`src/rtl/vga_fb_pkg.sv`:
```
// Shared timing constants, types and helpers for the 640x480@60 framebuffer scan-out path.
// Optional build macro VGA_FB_SCAN_TEST_PATTERN_EN selects the colour-bar generator in vga_fb_scan.
package vga_fb_pkg;
  localparam int CNT_W = 10;
  localparam int FB_AW = 14;

  localparam logic [CNT_W-1:0] H_ACTIVE = 10'd640;
  localparam logic [CNT_W-1:0] H_FP     = 10'd16;
  localparam logic [CNT_W-1:0] H_SYNC   = 10'd96;
  localparam logic [CNT_W-1:0] H_BP     = 10'd48;
  localparam logic [CNT_W-1:0] H_TOTAL  = H_ACTIVE + H_FP + H_SYNC + H_BP;

  localparam logic [CNT_W-1:0] V_ACTIVE = 10'd480;
  localparam logic [CNT_W-1:0] V_FP     = 10'd10;
  localparam logic [CNT_W-1:0] V_SYNC   = 10'd2;
  localparam logic [CNT_W-1:0] V_BP     = 10'd33;
  localparam logic [CNT_W-1:0] V_TOTAL  = V_ACTIVE + V_FP + V_SYNC + V_BP;

  localparam logic [CNT_W-1:0] HS_BEGIN = H_ACTIVE + H_FP;
  localparam logic [CNT_W-1:0] HS_END   = HS_BEGIN + H_SYNC;
  localparam logic [CNT_W-1:0] VS_BEGIN = V_ACTIVE + V_FP;
  localparam logic [CNT_W-1:0] VS_END   = VS_BEGIN + V_SYNC;

  localparam logic [FB_AW-1:0] WORDS_PER_LINE = FB_AW'(H_ACTIVE >> 5);

  typedef struct packed {
    logic [3:0] r;
    logic [3:0] g;
    logic [3:0] b;
  } rgb12_t;

  // Per-pixel control travelling alongside the framebuffer read latency.
  typedef struct packed {
    logic active;
    logic hs_n;
    logic vs_n;
    logic fs;
  } vid_ctl_t;

  localparam vid_ctl_t CTL_IDLE = '{active: 1'b0, hs_n: 1'b1, vs_n: 1'b1, fs: 1'b0};

  // 80-pixel bar index without a divider.
  function automatic logic [2:0] bar_idx(input logic [CNT_W-1:0] h);
    bar_idx = 3'd0;
    for (int i = 1; i < 8; i++)
      if (h >= CNT_W'(i * 80)) bar_idx = 3'(i);
  endfunction
endpackage

```
`src/rtl/vga_timing_cnt.sv`:
```
// Raster position counters, active flag, raw (unaligned) syncs and the per-line
// framebuffer base address, accumulated so no multiplier is needed.
module vga_timing_cnt
  import vga_fb_pkg::*;
(
  input  logic             clk_i,
  input  logic             rst_ni,
  output logic [CNT_W-1:0] h_cnt_o,
  output logic [CNT_W-1:0] v_cnt_o,
  output logic             active_o,
  output logic             hsync_n_o,
  output logic             vsync_n_o,
  output logic [FB_AW-1:0] line_base_o
);
  logic [CNT_W-1:0] h_cnt_q, h_cnt_d, v_cnt_q, v_cnt_d;
  logic [FB_AW-1:0] line_base_q, line_base_d;
  logic             h_end, v_end;

  assign h_end = (h_cnt_q == H_TOTAL - 10'd1);
  assign v_end = (v_cnt_q == V_TOTAL - 10'd1);

  always_comb begin
    h_cnt_d     = h_end ? '0 : h_cnt_q + 10'd1;
    v_cnt_d     = v_cnt_q;
    line_base_d = line_base_q;
    if (h_end) begin
      v_cnt_d = v_end ? '0 : v_cnt_q + 10'd1;
      if (v_end)                   line_base_d = '0;
      else if (v_cnt_q < V_ACTIVE) line_base_d = line_base_q + WORDS_PER_LINE;
    end
  end

  always_ff @(posedge clk_i or negedge rst_ni) begin
    if (!rst_ni) begin
      h_cnt_q     <= '0;
      v_cnt_q     <= '0;
      line_base_q <= '0;
    end else begin
      h_cnt_q     <= h_cnt_d;
      v_cnt_q     <= v_cnt_d;
      line_base_q <= line_base_d;
    end
  end

  assign h_cnt_o     = h_cnt_q;
  assign v_cnt_o     = v_cnt_q;
  assign line_base_o = line_base_q;
  assign active_o    = (h_cnt_q < H_ACTIVE) && (v_cnt_q < V_ACTIVE);
  assign hsync_n_o   = !((h_cnt_q >= HS_BEGIN) && (h_cnt_q < HS_END));
  assign vsync_n_o   = !((v_cnt_q >= VS_BEGIN) && (v_cnt_q < VS_END));
endmodule

```
`src/rtl/vga_fb_scan.sv`:
```
// 1bpp framebuffer scan-out: fetch, pixel shift register, sync alignment pipe and colour mux.
// Define VGA_FB_SCAN_TEST_PATTERN_EN to replace framebuffer pixels with 8 colour bars.
module vga_fb_scan
  import vga_fb_pkg::*;
#(
  parameter int          RD_LAT   = 1,
  parameter logic [11:0] FG_COLOR = 12'hFFF,
  parameter logic [11:0] BG_COLOR = 12'h000
) (
  input  logic             Clock,
  input  logic             Rst_N,
  output logic             FB_RdEn,
  output logic [FB_AW-1:0] FB_RdAddr,
  input  logic [31:0]      FB_RdData,
  output logic [3:0]       RED,
  output logic [3:0]       GREEN,
  output logic [3:0]       BLUE,
  output logic             h_sync,
  output logic             v_sync,
  output logic             Frame_Start
);
  localparam int STAGES = RD_LAT + 1;

  logic [CNT_W-1:0] h_cnt, v_cnt;
  logic [FB_AW-1:0] line_base;
  logic             active, hs_n, vs_n;
  vid_ctl_t         ctl_in, ctl_out;
  vid_ctl_t [STAGES:1] ctl_q;
  rgb12_t           pix;

  vga_timing_cnt u_cnt (
    .clk_i       (Clock),
    .rst_ni      (Rst_N),
    .h_cnt_o     (h_cnt),
    .v_cnt_o     (v_cnt),
    .active_o    (active),
    .hsync_n_o   (hs_n),
    .vsync_n_o   (vs_n),
    .line_base_o (line_base)
  );

  assign FB_RdAddr = line_base + FB_AW'(h_cnt[9:5]);

  assign ctl_in = '{active: active, hs_n: hs_n, vs_n: vs_n,
                    fs: (h_cnt == '0) && (v_cnt == '0)};

  always_ff @(posedge Clock or negedge Rst_N) begin
    if (!Rst_N) begin
      ctl_q <= {STAGES{CTL_IDLE}};
    end else begin
      ctl_q[1] <= ctl_in;
      for (int i = 2; i <= STAGES; i++) ctl_q[i] <= ctl_q[i-1];
    end
  end

  assign ctl_out     = ctl_q[STAGES];
  assign h_sync      = ctl_out.hs_n;
  assign v_sync      = ctl_out.vs_n;
  assign Frame_Start = ctl_out.fs;

`ifdef VGA_FB_SCAN_TEST_PATTERN_EN
  logic [STAGES:1][2:0] bar_q;

  assign FB_RdEn = 1'b0;

  always_ff @(posedge Clock or negedge Rst_N) begin
    if (!Rst_N) begin
      bar_q <= '0;
    end else begin
      bar_q[1] <= bar_idx(h_cnt);
      for (int i = 2; i <= STAGES; i++) bar_q[i] <= bar_q[i-1];
    end
  end

  assign pix = ctl_out.active ? rgb12_t'({{4{bar_q[STAGES][2]}}, {4{bar_q[STAGES][1]}},
                                          {4{bar_q[STAGES][0]}}})
                              : '0;
`else
  logic [RD_LAT:1] fetch_q;
  logic [31:0]     sr_q, sr_d;

  // Gated by reset so the strobe drops the instant reset asserts mid-line.
  assign FB_RdEn = Rst_N && active && (h_cnt[4:0] == 5'd0);

  always_comb begin
    sr_d = {1'b0, sr_q[31:1]};
    if (fetch_q[RD_LAT]) sr_d = FB_RdData;
  end

  always_ff @(posedge Clock or negedge Rst_N) begin
    if (!Rst_N) begin
      fetch_q <= '0;
      sr_q    <= '0;
    end else begin
      fetch_q[1] <= FB_RdEn;
      for (int i = 2; i <= RD_LAT; i++) fetch_q[i] <= fetch_q[i-1];
      sr_q <= sr_d;
    end
  end

  assign pix = ctl_out.active ? rgb12_t'(sr_q[0] ? FG_COLOR : BG_COLOR) : '0;
`endif

  assign RED   = pix.r;
  assign GREEN = pix.g;
  assign BLUE  = pix.b;
endmodule

```
`config.mk`:
```
export PLATFORM = sky130hd
export DESIGN_NAME = vga_fb_scan
export DESIGN_NICKNAME = d
export VERILOG_FILES = /design/src/rtl/vga_fb_pkg.sv /design/src/rtl/vga_timing_cnt.sv /design/src/rtl/vga_fb_scan.sv
export SDC_FILE = /design/constraint.sdc
export NUM_CORES = 1
export LEC_CHECK = 0
export ABC_AREA = 0
export BUFFER_PORTS_ARGS = -buffer_cell sky130_fd_sc_hd__buf_2
export CAP_MARGIN = 0
export CORE_MARGIN = 2
export CORE_UTILIZATION = 26
export DETAILED_ROUTE_END_ITERATION = 8
export HOLD_SLACK_MARGIN = 0.02
export SYNTH_ARGS = -nofsm -noshare
export SYNTH_HDL_FRONTEND = slang
export SYNTH_SLANG_ARGS = --single-unit
```
`constraint.sdc`:
```
create_clock -name Clock -period 2.5 [get_ports Clock]
set_input_delay 0.5 -clock Clock [delete_from_list [all_inputs] [get_ports Clock]]
set_output_delay 0.5 -clock Clock [all_outputs]
set_load 0.03 [all_outputs]
```
==> metrics <==
Area Growth Syn to Fin 24.3%; CTS Root Cell clkbuf_16; Final WS setup 0.0716 ns; antenna violations before repair 0; syn nets 350; 1st-iter DRT viols 97; flop and latch count out of synthesis 73; Final nets 415; I/O pin total 64; largest cells by area after synthesis dfrtp_1, mux2_2, xor2_1, ha_1, dfstp_2; DIE WIDTH 120 um; fraction of layout cells with a size suffix above 1 38.5%; hold_ws 0.349 ns; Max-cap violations 0; Yosys cell types 45; Routed WL 7210 um; GPL Wtd Cong 0.841; YS warnings 0; Max Fclk 412 MHz; Clock Power Share 47.5%; fin util 33.0%; crit-path max FO 5; H-tree Lvls 3; outcome finished, final reports clean; Via density 4.57; Synth top cells by count dfrtp_1, mux2_2, nand3_1, o21ai_0; DRC Markers 0; Tcrit/Tclk final 97.1%; asr flop ratio synth 100%; gr usage total 10.7%; Initial Util 26.5%; DRT antenna net count 0; worst endpoint required time 2.00 ns; setup TNS 0 ns; Worst Tran Pin Value 0.927 ns; core outline area 13200 um^2; Startpoint Class flop; post-cts hold buffer count 0; Seq. cell area 1840 um^2; # rows 42; Detailed Place HPWL 4990 um; Vias 2525; port bufs 63; Main synth FF type dfrtp_1; crit end category output pin; first-pass GRT wire length 12300 um; EDFF count, synth 0; largest net degree at the start of global routing 74; Die Span Y 120 um; relative slew slack 38.2%; Syn Area/Cell 11.4 um^2; Synth Instances 307; Internal 1900 uW; WL/cell 13.0 um; total power 2470 uW; Fill cells 1302; RSZ-0062 raised after global routing true; most common cell in the netlist dfrtp_1; switching power 564 uW; Comb power frac 3.9%; # diodes 0; TritonCTS Buffers 9; Yosys top cell area share 49.3%; DP Worst Slack 0.145 ns; Netlist Area Pre-Place 3500 um^2; sw frac 22.8%; PD cells 567 nW/um^2; CTS sink count 73; CTS tree yes; Tmin final 2.43 ns; drt first pass iters 4; sequential element share of the synthesized area 52.3%; Static Leak 0.00203 uW; vias in the first global route 2629; clock buffer depth 2; Final setup viols 0; DIE AREA 14400 um^2; final hold viol count 0; clock-pin slew on the worst setup and hold paths 0.06 ns; leading area contributor after synthesis dfrtp_1; Hold Crit Class reg -> reg; flop2flop setup slack 0.49 ns; register share of total power 48.6%; grt ovf 0; Clock Latency Late Sink 0.33 ns; WS Path Type reg -> out; VDD IR max 0.287 mV; skew final 0.00877 ns; Final Max Slew Viols 0; Critical Path AT 1.93 ns; area occupied by multi-input gates 1560 um^2
path summary, 6_finish.rpt:
kind	cells after the start	from	endpoint
worst max-delay path	7	u_cnt.line_base_o[4]	FB_RdAddr[8]
worst min-delay path	0	ctl_q[3]	ctl_out[3]
max in group asynchronous	2	Rst_N	u_cnt.line_base_o[4]
worst min register to register	0	ctl_q[3]	ctl_out[3]
min in group asynchronous	2	Rst_N	u_cnt.line_base_o[12]
worst max register to register	5	u_cnt.h_cnt_o[7]	u_cnt.line_base_o[9]
critical path: stages, from the launching register on:
cell	delay [ns]
dfrtp_2	0.44
ha_4	0.30
nand3_2	0.07
o211ai_1	0.16
buf_4	0.16
nand3_1	0.09
xnor2_1	0.18
buf_4	0.19
layout by cell type, fill, tap and decap left out, types with 3 or more instances in the layout:
| master | count |
|---|---|
| dfstp_2 | 4 |
| o31ai_1 | 5 |
| clkinvlp_4 | 3 |
| ha_1 | 6 |
| dfrtp_2 | 4 |
| clkbuf_16 | 9 |
| and4_1 | 3 |
| buf_2 | 57 |
| nor2_1 | 14 |
| buf_4 | 20 |
| o21ai_0 | 16 |
| xnor2_1 | 10 |
| xor2_1 | 15 |
| or3_1 | 6 |
| mux2_2 | 31 |
| nand2_1 | 13 |
| and2_1 | 4 |
| a21oi_1 | 15 |
| nand3_1 | 17 |
| and3_1 | 4 |
| inv_1 | 7 |
| or4_1 | 6 |
| dfrtp_1 | 65 |
| nand4_1 | 8 |
| nor4_1 | 3 |
timing repair:
| action | 4_1_cts | 5_1_grt |
|---|---|---|
| hold endpoints to repair | 0 | 0 |
| resized for setup | 10 | 11 |
| setup endpoints to repair | 9 | 10 |
| pin swaps | 1 | 9 |
| setup buffers | 2 | 5 |
layer usage:
| layer | routed length, um | up-vias | track usage (%) |
|---|---|---|---|
| met5 | 0 | - | 0 |
| met4 | 111 | 0 | 3.97 |
| met3 | 399 | 8 | 3.52 |
| met2 | 3460 | 54 | 17.8 |
| met1 | 3240 | 1252 | 12.7 |
| li1 | - | 1211 | - |
power groups by stage:
stage	Sequential (uW)	Combinational, uW	Clock, uW
after detailed placement	1220	100	0
after CTS	1200	100	1200
after global routing	1200	108	1270
final	1200	96.1	1170
after floorplan	1220	51.0	0
after global placement	1220	98.2	0
layout make-up:
cell class                 count  share of cell area (%)
sequential                    73                    42.2
multi-input combinational    204                    35.8
timing repair buffer          77                    10.0
clock buffer                  10                    5.26
tap                          176                    5.06
clock inverter                 6                    1.04
inverter                       7                   0.604
per-stage QoR:
step,cell area [um^2],cells
final,4350,553
after detailed placement,3940,530
after floorplan,3500,307
after global routing,4350,553
after global placement,3940,530
after CTS,4280,548
cell families (layout without fill, tap and decap cells):
kind of cell             Yosys count  after routing  share of synthesized area (%)
AO/OA/AOI/OAI                     43             43                           7.29
other                              1              1                          0.107
adder cells (fa/ha/maj)            9              9                           3.22
buffers and inverters             30            100                           4.90
multiplexers                      32             32                           10.3
XOR/XNOR                          25             25                           6.26
AND/OR/NAND/NOR                   94             94                           15.6
flip-flops                        73             73                           52.3
sequential cells by signal (all words and copies together), names as in the netlist:
register	count
v_sync	1
u_cnt.line_base_o	12
Frame_Start	1
ctl_out	1
u_cnt.h_cnt_o	10
ctl_q	4
fetch_q	1
u_cnt.v_cnt_o	10
h_sync	1
sr_q	32
No activity file was read; power rests on OpenSTA's default activity.
